## src/rtl/sha2_k_sequencer.sv

```systemverilog
// SHA-2 round-constant sequencer: streams K_0..K_{R-1} over valid/ready and
// serves registered random-access reads while idle. WORD_W picks SHA-256 or SHA-512.
module sha2_k_sequencer #(
  parameter int WORD_W = 32,
  parameter int ADDR_W = 7
) (
  input  logic              clk,
  input  logic              rst_n,
  input  logic              start,
  input  logic              abort,
  input  logic              k_ready,
  output logic              k_valid,
  output logic [WORD_W-1:0] k_data,
  output logic [ADDR_W-1:0] k_round,
  output logic              k_last,
  output logic              busy,
  output logic              done,
  input  logic              rd_en,
  input  logic [ADDR_W-1:0] rd_addr,
  output logic              rd_valid
);

  localparam int ROUNDS = (WORD_W == 64) ? 80 : 64;
  localparam logic [ADDR_W-1:0] LAST = ADDR_W'(ROUNDS - 1);

  if (WORD_W != 32 && WORD_W != 64) begin : g_bad_word_w
    $error("sha2_k_sequencer: WORD_W must be 32 or 64");
  end
  if (ADDR_W < $clog2(ROUNDS)) begin : g_bad_addr_w
    $error("sha2_k_sequencer: ADDR_W too narrow for ROUNDS");
  end

  logic [ADDR_W-1:0] rom_addr;
  logic [WORD_W-1:0] rom_data;

  // Out-of-range addresses read as zero so random access never aliases.
  if (WORD_W == 64) begin : g_k512
    localparam logic [63:0] K [80] = '{
      64'h428a2f98d728ae22, 64'h7137449123ef65cd, 64'hb5c0fbcfec4d3b2f, 64'he9b5dba58189dbbc,
      64'h3956c25bf348b538, 64'h59f111f1b605d019, 64'h923f82a4af194f9b, 64'hab1c5ed5da6d8118,
      64'hd807aa98a3030242, 64'h12835b0145706fbe, 64'h243185be4ee4b28c, 64'h550c7dc3d5ffb4e2,
      64'h72be5d74f27b896f, 64'h80deb1fe3b1696b1, 64'h9bdc06a725c71235, 64'hc19bf174cf692694,
      64'he49b69c19ef14ad2, 64'hefbe4786384f25e3, 64'h0fc19dc68b8cd5b5, 64'h240ca1cc77ac9c65,
      64'h2de92c6f592b0275, 64'h4a7484aa6ea6e483, 64'h5cb0a9dcbd41fbd4, 64'h76f988da831153b5,
      64'h983e5152ee66dfab, 64'ha831c66d2db43210, 64'hb00327c898fb213f, 64'hbf597fc7beef0ee4,
      64'hc6e00bf33da88fc2, 64'hd5a79147930aa725, 64'h06ca6351e003826f, 64'h142929670a0e6e70,
      64'h27b70a8546d22ffc, 64'h2e1b21385c26c926, 64'h4d2c6dfc5ac42aed, 64'h53380d139d95b3df,
      64'h650a73548baf63de, 64'h766a0abb3c77b2a8, 64'h81c2c92e47edaee6, 64'h92722c851482353b,
      64'ha2bfe8a14cf10364, 64'ha81a664bbc423001, 64'hc24b8b70d0f89791, 64'hc76c51a30654be30,
      64'hd192e819d6ef5218, 64'hd69906245565a910, 64'hf40e35855771202a, 64'h106aa07032bbd1b8,
      64'h19a4c116b8d2d0c8, 64'h1e376c085141ab53, 64'h2748774cdf8eeb99, 64'h34b0bcb5e19b48a8,
      64'h391c0cb3c5c95a63, 64'h4ed8aa4ae3418acb, 64'h5b9cca4f7763e373, 64'h682e6ff3d6b2b8a3,
      64'h748f82ee5defb2fc, 64'h78a5636f43172f60, 64'h84c87814a1f0ab72, 64'h8cc702081a6439ec,
      64'h90befffa23631e28, 64'ha4506cebde82bde9, 64'hbef9a3f7b2c67915, 64'hc67178f2e372532b,
      64'hca273eceea26619c, 64'hd186b8c721c0c207, 64'heada7dd6cde0eb1e, 64'hf57d4f7fee6ed178,
      64'h06f067aa72176fba, 64'h0a637dc5a2c898a6, 64'h113f9804bef90dae, 64'h1b710b35131c471b,
      64'h28db77f523047d84, 64'h32caab7b40c72493, 64'h3c9ebe0a15c9bebc, 64'h431d67c49c100d4c,
      64'h4cc5d4becb3e42b6, 64'h597f299cfc657e2a, 64'h5fcb6fab3ad6faec, 64'h6c44198c4a475817
    };
    always_comb rom_data = (rom_addr <= LAST) ? K[rom_addr[6:0]] : '0;
  end else begin : g_k256
    localparam logic [31:0] K [64] = '{
      32'h428a2f98, 32'h71374491, 32'hb5c0fbcf, 32'he9b5dba5, 32'h3956c25b, 32'h59f111f1, 32'h923f82a4, 32'hab1c5ed5,
      32'hd807aa98, 32'h12835b01, 32'h243185be, 32'h550c7dc3, 32'h72be5d74, 32'h80deb1fe, 32'h9bdc06a7, 32'hc19bf174,
      32'he49b69c1, 32'hefbe4786, 32'h0fc19dc6, 32'h240ca1cc, 32'h2de92c6f, 32'h4a7484aa, 32'h5cb0a9dc, 32'h76f988da,
      32'h983e5152, 32'ha831c66d, 32'hb00327c8, 32'hbf597fc7, 32'hc6e00bf3, 32'hd5a79147, 32'h06ca6351, 32'h14292967,
      32'h27b70a85, 32'h2e1b2138, 32'h4d2c6dfc, 32'h53380d13, 32'h650a7354, 32'h766a0abb, 32'h81c2c92e, 32'h92722c85,
      32'ha2bfe8a1, 32'ha81a664b, 32'hc24b8b70, 32'hc76c51a3, 32'hd192e819, 32'hd6990624, 32'hf40e3585, 32'h106aa070,
      32'h19a4c116, 32'h1e376c08, 32'h2748774c, 32'h34b0bcb5, 32'h391c0cb3, 32'h4ed8aa4a, 32'h5b9cca4f, 32'h682e6ff3,
      32'h748f82ee, 32'h78a5636f, 32'h84c87814, 32'h8cc70208, 32'h90befffa, 32'ha4506ceb, 32'hbef9a3f7, 32'hc67178f2
    };
    always_comb rom_data = (rom_addr <= LAST) ? K[rom_addr[5:0]] : '0;
  end

  typedef enum logic {IDLE = 1'b0, STREAM = 1'b1} state_t;
  state_t state, state_nxt;

  logic [WORD_W-1:0] k_data_nxt;
  logic [ADDR_W-1:0] k_round_nxt, round_inc;
  logic              k_valid_nxt, k_last_nxt, busy_nxt, done_nxt, rd_valid_nxt;

  assign round_inc = k_round + 1'b1;

  always_comb begin
    state_nxt    = state;
    k_data_nxt   = k_data;
    k_round_nxt  = k_round;
    k_valid_nxt  = k_valid;
    k_last_nxt   = k_last;
    busy_nxt     = busy;
    done_nxt     = 1'b0;
    rd_valid_nxt = 1'b0;
    rom_addr     = round_inc;
    if (abort) begin
      state_nxt   = IDLE;
      k_round_nxt = '0;
      k_valid_nxt = 1'b0;
      k_last_nxt  = 1'b0;
      busy_nxt    = 1'b0;
    end else begin
      case (state)
        IDLE: begin
          if (start) begin
            rom_addr    = '0;
            state_nxt   = STREAM;
            k_data_nxt  = rom_data;
            k_round_nxt = '0;
            k_valid_nxt = 1'b1;
            k_last_nxt  = (LAST == '0);
            busy_nxt    = 1'b1;
          end else if (rd_en) begin
            rom_addr     = rd_addr;
            k_data_nxt   = rom_data;
            k_round_nxt  = rd_addr;
            rd_valid_nxt = 1'b1;
          end
        end
        STREAM: begin
          if (k_ready) begin
            if (k_last) begin
              state_nxt   = IDLE;
              k_valid_nxt = 1'b0;
              k_last_nxt  = 1'b0;
              busy_nxt    = 1'b0;
              done_nxt    = 1'b1;
            end else begin
              k_data_nxt  = rom_data;
              k_round_nxt = round_inc;
              k_last_nxt  = (round_inc == LAST);
            end
          end
        end
        default: state_nxt = IDLE;
      endcase
    end
  end

  always_ff @(posedge clk or negedge rst_n) begin
    if (!rst_n) begin
      state    <= IDLE;
      k_data   <= '0;
      k_round  <= '0;
      k_valid  <= 1'b0;
      k_last   <= 1'b0;
      busy     <= 1'b0;
      done     <= 1'b0;
      rd_valid <= 1'b0;
    end else begin
      state    <= state_nxt;
      k_data   <= k_data_nxt;
      k_round  <= k_round_nxt;
      k_valid  <= k_valid_nxt;
      k_last   <= k_last_nxt;
      busy     <= busy_nxt;
      done     <= done_nxt;
      rd_valid <= rd_valid_nxt;
    end
  end

endmodule
```

## config.mk

```make
export PLATFORM = sky130hd
export DESIGN_NAME = sha2_k_sequencer
export DESIGN_NICKNAME = d
export VERILOG_FILES = /design/src/rtl/sha2_k_sequencer.sv
export SDC_FILE = /design/constraint.sdc
export NUM_CORES = 1
export LEC_CHECK = 0
export CORE_MARGIN = 2
export CORE_UTILIZATION = 25
export CTS_BUF_LIST = sky130_fd_sc_hd__clkbuf_4 sky130_fd_sc_hd__clkbuf_8
export CTS_CLUSTER_DIAMETER = 100
export DETAILED_ROUTE_END_ITERATION = 10
export PLACE_DENSITY = 0.42
export SLEW_MARGIN = 20
export SYNTH_ARGS = -nofsm -noshare
export SYNTH_HDL_FRONTEND = slang
export SYNTH_SLANG_ARGS = --single-unit
export TNS_END_PERCENT = 50
```

## constraint.sdc

```tcl
create_clock -name clk -period 2.9 [get_ports clk]
set_input_delay 0.58 -clock clk [delete_from_list [all_inputs] [get_ports clk]]
set_output_delay 0.58 -clock clk [all_outputs]
set_load 0.02 [all_outputs]
```

==> summary.txt, run 1 <==
Status
  • Outcome: finished clean

Timing
  • Setup violations, final: 0
  • Final Hold Viols: 0
  • FMAX: 354 MHz
  • Unrepaired setup endpoints after global routing: no
  • Worst slew margin: 56.7%
  • Max Slew Vio Count: 0
  • Min cycle time layout: 2.83 ns
  • Period utilization: 97.5%
  • Hold_ws: 0.246 ns
  • Setup TNS: 0 ns
  • Clock skew: 0.0117 ns
  • Worst-Margin Slew: 0.649 ns

Worst setup path
  • Critical-path maximum fanout: 17
  • R2R Path Start: state
  • Crit. Startpoint: abort
  • RR Endpoint: k_data[7]
  • Critical path depth in cells: 12
  • Slowest CP cell: or3_1
  • Crit end category: flip-flop
  • WP data arrival: 3.06 ns
  • Critical path class: primary input to flip-flop
  • CP dominant cell by count: buf_4
  • Setup crit end: k_data[7]
  • Reg2Reg Depth: 11
  • Cell family with most CP delay: buffers and inverters
  • WP buf/inv: 6
  • R2R Setup Slk: 0.09 ns
  • Crit path required time: 3.13 ns
  • Max incr delay on CP: 0.41 ns
  • Startpoint Class: primary input
  • Cell breakdown of the critical path: dlygate4sd2_1 > buf_4 > buf_4 > or3_1 > a21oi_4 > buf_12 > nand2_1 > buf_4 > buf_4 > o211ai_1 > o211ai_1 > a32o_1

Floorplanning
  • Initial core utilization: 25.3%
  • Die width: 147 µm
  • DIE HEIGHT: 147 µm
  • Core Region: 20200 µm²
  • Core Rows: 52
  • # IOs: 57
  • Die area: 21600 µm²

Finish
  • Fillers: 2137
  • Area Overhead vs Synth: 58.0%
  • Util after Layout: 40.0%
  • Nets@finish: 979
  • Diodes inserted: 0
  • Register area: 1100 µm²
  • Layout cells sized above 1: 33.4%
  • Footprint of the multi-input gates: 3730 µm²
  • Most common cell after layout, fill and taps aside: buf_4
  • Most frequent cells in the layout: 233 x buf_4, 91 x nand2_1, 69 x a21oi_1
  • Finished Cell Area: 8070 µm²

Clock network
  • TritonCTS Buffers: 5
  • Clk pin slew, worst setup/hold paths: 0.11 ns
  • H-Tree Depth: 2
  • CTS tree: built
  • CTS Buffer Depth: 2
  • Skew-Pair Late Insertion Delay: 0.35 ns
  • Num Clock Sinks: 44
  • CTS root buf: clkbuf_8

Pwr
  • Peak supply drop: 0.187 mV
  • Gate power share: 69.3%
  • Psw: 2.13 mW
  • Clock power share: 11.2%
  • Pleak: 3.38 nW
  • Sequential share of power: 19.5%
  • Internal power: 2.35 mW
  • Net Sw Frac: 47.6%
  • Power density over the cells: 555 nW/µm²

Global route
  • Total GRT Usage: 29.1%
  • Largest net degree at the start of global routing: 32
  • Global-route wire length before repair: 46400 µm
  • Gr ovfl total: 0
  • Initial antenna violation count: 0
  • Vias in the first global route: 6998

Placed design
  • GPL Wtd Cong: 1.00
  • # port buffers: 56
  • Post-Place Cell Area: 7800 µm²
  • Post-DP HPWL: 24600 µm

Drt
  • Vias per std cell: 5.81
  • Antenna viol nets, final: 0
  • Number of remaining DRC errors: 0
  • DRT iter0 DRCs: 871
  • Pre-antenna DRT Iters: 5
  • Drt wl/cell: 25.9 µm
  • WL final: 31500 µm
  • Routed vias: 7076

Synthesis
  • Net Count, Synth: 738
  • EDFF count, synth: 0
  • Netlist cell types: 74
  • FFs w/ async S/R, synth: 100%
  • Post-synthesis sequential area ratio: 21.6%
  • Synth Area per Inst: 7.24 µm²
  • Synthesized cell area: 5110 µm²
  • Post-synth top flop: dfrtp_1
  • Syn Inst Count: 705
  • Total number of yosys warnings: 0
  • Synthesis-stage register bit count: 44

Run
  • Max_cap viols: 0

Hold path
  • HP Class: primary input to asynchronous set/reset pin
==> power by group through the flow <==
stage          clock [mW]  sequential, mW  combinational (mW)
2_1_floorplan           0            1.04                1.21
5_1_grt             0.545           0.894                3.26
3_3_place_gp            0           0.882                3.03
4_1_cts             0.516           0.874                3.04
6_report            0.501           0.871                3.10
3_5_place_dp            0           0.884                2.98
==> cell usage after synthesis, drive strengths merged (4+ instances only) <==
cell type,n,area [µm²]
nand2,94,360
o21ai,74,385
a21oi,71,363
nor2,60,243
buf,53,333
dfrtp,44,1100
nand3,34,170
clkbuf,26,97.6
o211ai,23,178
a211oi,20,155
ha,20,250
o311ai,13,114
nor3,12,76.3
a311oi,10,87.6
a31oi,10,62.6
a32o,9,90.1
and2,9,56.3
a221o,8,80.1
inv,8,30.0
nand2b,8,50.1
o221ai,8,70.1
a32oi,7,61.3
o31ai,7,57.6
a22o,6,52.6
o22ai,6,37.5
a211o,5,43.8
a221oi,5,43.8
o21a,5,37.5
a2111oi,4,35.0
or3,4,25.0
xor2,4,35.0
==> state kept, by name, summed over array words and instances (netlist names) <==
register,count
k_data,32
done,1
busy,1
state,1
k_round,7
rd_valid,1
k_last,1
==> repair_timing <==
action	4_1_cts	5_1_grt
resized for setup	29	8
gates cloned	0	0
setup buffers	3	2
hold buffers	0	0
setup endpoints to repair	32	5
pin swaps	6	2
==> metal layers <==
| layer | share of wire (%) | up-vias | wire (µm) | track usage, % |
|---|---|---|---|---|
| met5 | 0 | - | 0 | 0 |
| met4 | 4.9 | 0 | 1560 | 13.3 |
| met3 | 6.5 | 80 | 2050 | 3.63 |
| met2 | 46 | 387 | 14500 | 47.1 |
| met1 | 43 | 3445 | 13500 | 38.7 |
| li1 | - | 3164 | - | - |
==> cell type report <==
class                      count  area share (%)
timing repair buffer         313            34.2
sequential                    44            13.6
clock inverter                 1          0.0931
tap                          270            4.19
multi-input combinational    574            46.3
inverter                       8           0.465
clock buffer                   7            1.12
==> how the worst min path moves through the flow <==
stage and end:
2_1_floorplan busy, 3_3_place_gp k_data[17], 3_5_place_dp k_data[17], 4_1_cts k_data[2], 5_1_grt k_data[2], 6_report k_data[2]
==> metrics by stage <==
step                power (mW)  cells  setup WS [ns]
floorplan                 2.25    705       -0.00819
global placement          3.91   1204         -0.795
detailed placement        3.87   1204         -0.819
CTS                       4.43   1215         0.0825
global route              4.70   1217        0.00247
finish                    4.48   1217         0.0714
==> cell families after synthesis <==
kind of cell / synth area share [%]
AOI/OAI and AO/OA: 41.5
xor gates and xnor gates: 1.20
adders and majority gates: 4.90
buffers and inverters: 9.02
DFF: 21.6
muxes: 0.416
and+or+nand+nor: 21.4
==> worst register-to-register path: cells and delay by family (launching register included) <==
kind                   cells  cell delay (ns)
flip-flops                 1             0.44
AND/OR/NAND/NOR            2             0.51
buffers and inverters      5             0.90
AO/OA/AOI/OAI              4             0.85
(Power assumes the default switching activity.)
==> run 2: changes to the inputs <==
--- a/config.mk
+++ b/config.mk
@@ -5,6 +5,7 @@
 export SDC_FILE = /design/constraint.sdc
 export NUM_CORES = 1
 export LEC_CHECK = 0
+export CAP_MARGIN = 20
 export CORE_MARGIN = 2
 export CORE_UTILIZATION = 25
 export CTS_BUF_LIST = sky130_fd_sc_hd__clkbuf_4 sky130_fd_sc_hd__clkbuf_8
==> results of run 2 <==
Final layout, timing and power as in run 1 (identical DEF).
